[src/rtl/m_issue_ctrl.sv]
// ---------------------------------------------------------------------------
// m_issue_ctrl
//
// Issue controller for the RV32M unit. It detects M-extension instructions in
// the decode stage and captures their operands. It issues each one to the M
// unit as a single-cycle m_valid pulse. It stalls decode on structural and RAW
// hazards against the in-flight destination. It holds the returned result in
// a writeback buffer until the shared register-file write port grants it.
//
// Ports
//   clk, resetn            clock, synchronous active-low reset
//   id_valid               decode-stage instruction valid
//   id_instruction         decode-stage instruction word
//   id_rs1_val/id_rs2_val  forwarded source operands
//   flush                  kills the decode-stage instruction only
//   stall                  hold the decode stage (combinational)
//   m_valid                one-cycle issue pulse to the M unit
//   m_instruction/m_rs1/m_rs2/m_rd  registered issue payload
//   m_busy                 M unit busy; m_valid is never raised while it is high
//   m_ready/m_wr/m_result/m_result_dest  M unit completion
//   wb_valid/wb_rd/wb_data writeback request held until wb_ack
//   wb_ack                 write-port grant
//   err                    sticky: watchdog timeout or destination-tag mismatch
// ---------------------------------------------------------------------------
module m_issue_ctrl #(
  parameter bit          ALLOW_OVERLAP  = 1'b1,
  parameter int unsigned TIMEOUT_CYCLES = 64
) (
  input  logic        clk,
  input  logic        resetn,
  input  logic        id_valid,
  input  logic [31:0] id_instruction,
  input  logic [31:0] id_rs1_val,
  input  logic [31:0] id_rs2_val,
  input  logic        flush,
  output logic        stall,
  output logic        m_valid,
  output logic [31:0] m_instruction,
  output logic [31:0] m_rs1,
  output logic [31:0] m_rs2,
  output logic [4:0]  m_rd,
  input  logic        m_busy,
  input  logic        m_ready,
  input  logic        m_wr,
  input  logic [31:0] m_result,
  input  logic [4:0]  m_result_dest,
  output logic        wb_valid,
  output logic [4:0]  wb_rd,
  output logic [31:0] wb_data,
  input  logic        wb_ack,
  output logic        err
);

  localparam logic [6:0] OPCODE_OP    = 7'b0110011;
  localparam logic [6:0] FUNCT7_M     = 7'b0000001;
  // Last WAIT cycle the watchdog tolerates: the counter is 0 in the first one.
  localparam logic [7:0] TIMEOUT_LAST = 8'(TIMEOUT_CYCLES - 1);

  typedef enum logic [1:0] {
    S_IDLE,
    S_ISSUE,
    S_WAIT,
    S_WB
  } state_t;

  state_t      state;
  state_t      state_next;
  logic [7:0]  wait_cnt;
  logic        id_is_m;
  logic [4:0]  id_rs1;
  logic [4:0]  id_rs2;
  logic [4:0]  pending_rd;
  logic        raw_hazard;
  logic        accept;
  logic        timeout_hit;
  logic        wb_take;

  assign id_is_m = (id_instruction[6:0] == OPCODE_OP) &&
                   (id_instruction[31:25] == FUNCT7_M);
  assign id_rs1  = id_instruction[19:15];
  assign id_rs2  = id_instruction[24:20];

  assign accept      = (state == S_IDLE) && id_valid && id_is_m && !flush;
  // m_ready in the final WAIT cycle takes priority over the watchdog.
  assign timeout_hit = (state == S_WAIT) && !m_ready && (wait_cnt == TIMEOUT_LAST);
  // x0 results are architecturally discarded, so they never reach writeback.
  assign wb_take     = m_wr && (m_rd != 5'd0);

  // State register.
  always_ff @(posedge clk) begin
    // NOTE: sequential state uses non-blocking assignments so every flop
    // samples pre-edge values regardless of block ordering.
    if (!resetn) begin
      state <= S_IDLE;
    end else begin
      state <= state_next;
    end
  end

  // Next-state logic.
  always_comb begin
    // NOTE: default assignment first so no path leaves state_next unassigned,
    // which would otherwise infer a latch.
    state_next = state;
    case (state)
      S_IDLE:  if (accept) state_next = S_ISSUE;
      // Hold the issue slot until the unit is free so no pulse is lost.
      S_ISSUE: if (!m_busy) state_next = S_WAIT;
      S_WAIT: begin
        if (m_ready) begin
          state_next = wb_take ? S_WB : S_IDLE;
        end else if (timeout_hit) begin
          state_next = S_IDLE;
        end
      end
      S_WB:    if (wb_ack) state_next = S_IDLE;
      default: state_next = S_IDLE;
    endcase
  end

  // Output logic.
  always_comb begin
    m_valid    = 1'b0;
    wb_valid   = 1'b0;
    pending_rd = m_rd;
    case (state)
      S_ISSUE: m_valid = !m_busy;
      S_WB: begin
        wb_valid   = 1'b1;
        pending_rd = wb_rd;
      end
      default: ;
    endcase
    // rs2 is compared for every opcode; a false stall on I-type is harmless.
    raw_hazard = (pending_rd != 5'd0) &&
                 ((id_rs1 == pending_rd) || (id_rs2 == pending_rd));
    stall = (state != S_IDLE) && id_valid && !flush &&
            (id_is_m || raw_hazard || !ALLOW_OVERLAP);
  end

  // Issue payload, watchdog counter, writeback buffer and sticky error.
  always_ff @(posedge clk) begin
    if (!resetn) begin
      m_instruction <= '0;
      m_rs1         <= '0;
      m_rs2         <= '0;
      m_rd          <= '0;
      wait_cnt      <= '0;
      wb_rd         <= '0;
      wb_data       <= '0;
      err           <= 1'b0;
    end else begin
      if (accept) begin
        m_instruction <= id_instruction;
        m_rs1         <= id_rs1_val;
        m_rs2         <= id_rs2_val;
        m_rd          <= id_instruction[11:7];
      end

      if (state == S_ISSUE) begin
        wait_cnt <= '0;
      end else if (state == S_WAIT) begin
        wait_cnt <= wait_cnt + 8'd1;
      end

      if ((state == S_WAIT) && m_ready) begin
        if (m_result_dest != m_rd) err <= 1'b1;
        if (wb_take) begin
          wb_data <= m_result;
          wb_rd   <= m_rd;
        end
      end

      if (timeout_hit) err <= 1'b1;
    end
  end

endmodule

[config.mk]
export PLATFORM = sky130hd
export DESIGN_NAME = m_issue_ctrl
export DESIGN_NICKNAME = d
export VERILOG_FILES = /design/src/rtl/m_issue_ctrl.sv
export SDC_FILE = /design/constraint.sdc
export NUM_CORES = 1
export LEC_CHECK = 0
export ABC_AREA = 1
export BUFFER_PORTS_ARGS = -buffer_cell sky130_fd_sc_hd__buf_4
export CAP_MARGIN = 20
export CELL_PAD_IN_SITES_DETAIL_PLACEMENT = 1
export CELL_PAD_IN_SITES_GLOBAL_PLACEMENT = 2
export CORE_AREA = 10 10 171 173
export CTS_BUF_LIST = sky130_fd_sc_hd__clkbuf_8
export CTS_CLUSTER_DIAMETER = 40
export CTS_CLUSTER_SIZE = 14
export DETAILED_ROUTE_END_ITERATION = 10
export DIE_AREA = 0 0 181 183
export GPL_TIMING_DRIVEN = 0
export PLACE_DENSITY_LB_ADDON = 0.1
export SYNTH_ARGS = -nofsm -noshare
export SYNTH_HDL_FRONTEND = slang
export SYNTH_SLANG_ARGS = --single-unit
export TNS_END_PERCENT = 10
[constraint.sdc]
create_clock -name clk -period 1.7 [get_ports clk]
set_clock_uncertainty 0.15 [all_clocks]
set_input_delay 0.51 -clock clk [delete_from_list [all_inputs] [get_ports clk]]
set_output_delay 0.51 -clock clk [all_outputs]
set_load 0.02 [all_outputs]
==> metrics.md <==
| Metric | Value |
|---|---|
| Initial antenna violation count | 0 |
| Commonest non-fill, non-tap cell in the layout | buf_4 |
| Fin util | 0.379 |
| Synth cell types | 33 |
| Status | complete, but fails checks |
| Crit end category | output port |
| Pwr/cell area | 670 nW/um2 |
| CTS max path bufs | 2 |
| Clk slew on worst S/H paths | roughly 0.09 ns |
| Peak VDD IR | roughly 0.00035 V |
| Routed Wire Length | 25.1 mm |
| Worst-skew pair later-pin latency | 0.45 ns |
| Routed via count | 6067 |
| Worst-Margin Slew | 0.866 ns |
| Synthesis-stage register bit count | around 140 |
| Total GRT Usage | 0.143 |
| Fill count | around 3000 |
| Worst EP required | 1.04 ns |
| Fmax | 381 MHz |
| Die Ht | 183 um |
| Final ANT Viol Nets | 0 |
| Worst-path fanout max | 4 |
| DRC viols | 0 |
| Placed cell areas | 8170 um2 |
| Max Cap Violations | 0 |
| Critical path type | register to output port |
| Ports | between 200 and 300 |
| Initial DRT Pass Iterations | 4 |
| Tmin final | 2.63 ns |
| CTS H-tree lvls | 4 |
| Worst slack, placed | -0.751 ns |
| CTS tree | done |
| Max_slew headroom | 0.422 |
| Synth Warn # | 0 |
| Worst hold path class | input port to register |
| Final setup margin | -0.926 ns |
| Port bufs | 282 |
| Mapped Area | between 5000 and 6000 um2 |
| Layout cells sized above 1 | 0.461 |
| Most frequent cells in the layout | buf_4, nor2_1, dfxtp_1, o21ai_0, nand2_1 |
| Pleak | 4.50 nW |
| Vias per inst | 4.25 |
| First DRT Iteration DRCs | 205 |
| Setup violations, final | just over 50 |
| RSZ-0062 raised after global routing | true |
| Fraction of the yosys area taken by sequential cells | 0.516 |
| Final nets | 1221 |
| Die area | approximately 33000 um2 |
| TritonCTS Buffers | 17 |
| DR WL/cell | 17.6 um |
| Synthesis-to-finish area growth | 74.8% |
| DP Wirelength | roughly 19 mm |
| Clock tree root driver cell | clkbuf_8 |
| GRT overflow | 0 |
| Vias in the first global route | about 6400 |
| Failing checks | setup timing |
| Mapped Cells | 750 |
| # rows | 59 |
| Synth Area per Inst | 7.45 um2 |
| Final Cell Area | 9770 um2 |
| Initial Utilization | 0.217 |
| Global-route wire length before repair | 37.8 mm |
| Mapped Nets | a little under 900 |
| Crit path DAT | a little under 2 ns |
| Chip Width | 181 um |
| Core area | 25800 um2 |
| Pin count of the biggest net entering global routing | 17 |
| Slew Limit Fails | 0 |
| Antenna Cells | 0 |
| Clock sinks | about 140 |
| Final hold viol count | 0 |
| Gpl congestion | 0.762 |
| Total power | 6.54 mW |
| Period utilisation layout | 1.54 |
| Crit path launch type | register |
## cell families after synthesis
group,synth area share
compound gates,0.131
xor+xnor,0.00784
fa+ha+maj,0.00224
buf+inv,0.0705
flops,0.516
simple gates,0.272
## per-layer routing
layer / global-route usage / part of all wire
met1: 0.172 / 0.43
met2: 0.231 / 0.48
met3: 0.0679 / 0.092
met4: 0.0283 / 0.0059
met5: 0 / 0
## Yosys cell counts
| library cell | count | area share |
|---|---|---|
| nor3b_1 | 4 | 0.0054 |
| a31oi_1 | 2 | 0.0022 |
| clkinv_1 | 1 | 0.00067 |
| nor2_4 | 3 | 0.0060 |
| ha_1 | 1 | 0.0022 |
| buf_6 | 1 | 0.0020 |
| nor3_2 | 1 | 0.0018 |
| buf_2 | 4 | 0.0036 |
| dfxtp_1 | 144 | 0.52 |
| nand2_4 | 1 | 0.0020 |
| a21oi_1 | 22 | 0.020 |
| inv_2 | 7 | 0.0047 |
| o21ai_1 | 47 | 0.042 |
| nor2_2 | 1 | 0.0011 |
| xor2_1 | 2 | 0.0031 |
| nor3_1 | 3 | 0.0027 |
| nand4_1 | 8 | 0.0090 |
| xnor2_1 | 3 | 0.0047 |
| buf_4 | 12 | 0.016 |
| nand2_2 | 4 | 0.0045 |
| inv_4 | 1 | 0.0011 |
| nand3_2 | 2 | 0.0036 |
| inv_1 | 35 | 0.024 |
| a211oi_1 | 1 | 0.0013 |
| or2_1 | 1 | 0.0011 |
| nand3_1 | 28 | 0.025 |
| o21ai_0 | 72 | 0.064 |
| buf_1 | 2 | 0.0013 |
| nand4_2 | 1 | 0.0022 |
| nand2_1 | 59 | 0.040 |
| o21ai_2 | 1 | 0.0016 |
| clkbuf_1 | 26 | 0.017 |
| nor2_1 | 250 | 0.17 |
## power by group
part	internal (mW)	switching (mW)	total, mW	leakage, nW
sequential	3.36	0.00698	3.37	1.17
combinational	0.330	0.272	0.601	3.15
clock	1.07	1.51	2.57	0.179
## worst max-delay path, stage by stage, from the launching register on
cell and delay (ns):
dfxtp_4 0.37, clkbuf_16 0.16, buf_12 0.12, nand2_8 0.07, nand2_2 0.06, nand3_2 0.06
nand2_1 0.06, nor2_2 0.11, nand3_1 0.07, nand2_1 0.08, nand2_2 0.08, a21oi_4 0.15
buf_6 0.13
## flip-flops by register name, indices dropped and copies added, names as in the netlist
| name | count |
|---|---|
| wb_data | 32 |
| wb_rd | 5 |
| state | 2 |
| m_rs1 | 32 |
| wait_cnt | 8 |
| m_rs2 | 32 |
| m_instruction | 32 |
| err | 1 |
## through the flow
stage / hold slack, ns / instances / TNS, ns
floorplan: 0.303 / 750 / -1.11
global placement: 0.279 / 1367 / -74.90
detailed placement: 0.281 / 1367 / -75.99
CTS: 0.0857 / 1413 / -4.38
global route: 0.0956 / 1427 / -18.72
finish: 0.106 / 1427 / -11.82
## timing repair
item | CTS | global route
setup buffers | 15 | 7
cloned | 2 | 9
endpoints found under the setup margin | 143 | 146
hold buffers | 0 | 0
gates resized for setup | 116 | 140
pin swaps | 16 | 37
## layout make-up
type,instances,area [um2],share of cell area
repair buffers,310,2590,0.265
multi-input cells,518,2780,0.285
clock buffers,18,248,0.0254
plain buffers,43,473,0.0484
repair inverters,1,6.26,0.000640
inverters,44,209,0.0214
flip-flops and latches,144,2930,0.300
well taps,335,419,0.0429
clock inverters,14,109,0.0111
## final timing paths
path | startpoint | to | slack, ns | depth (start not counted)
worst max-delay path | state[1]$_SDFFE_PN0P_ | stall | -0.93 | 12
worst min-delay path | id_rs1_val[18] | m_rs1[18]$_SDFFE_PN0P_ | 0.11 | 3
worst max register to register | state[1]$_SDFFE_PN0P_ | state[1]$_SDFFE_PN0P_ | -0.32 | 13
worst min register to register | m_instruction[3]$_SDFFE_PN0P_ | m_instruction[3]$_SDFFE_PN0P_ | 0.30 | 2
No activity file was read; power rests on OpenSTA's default activity.
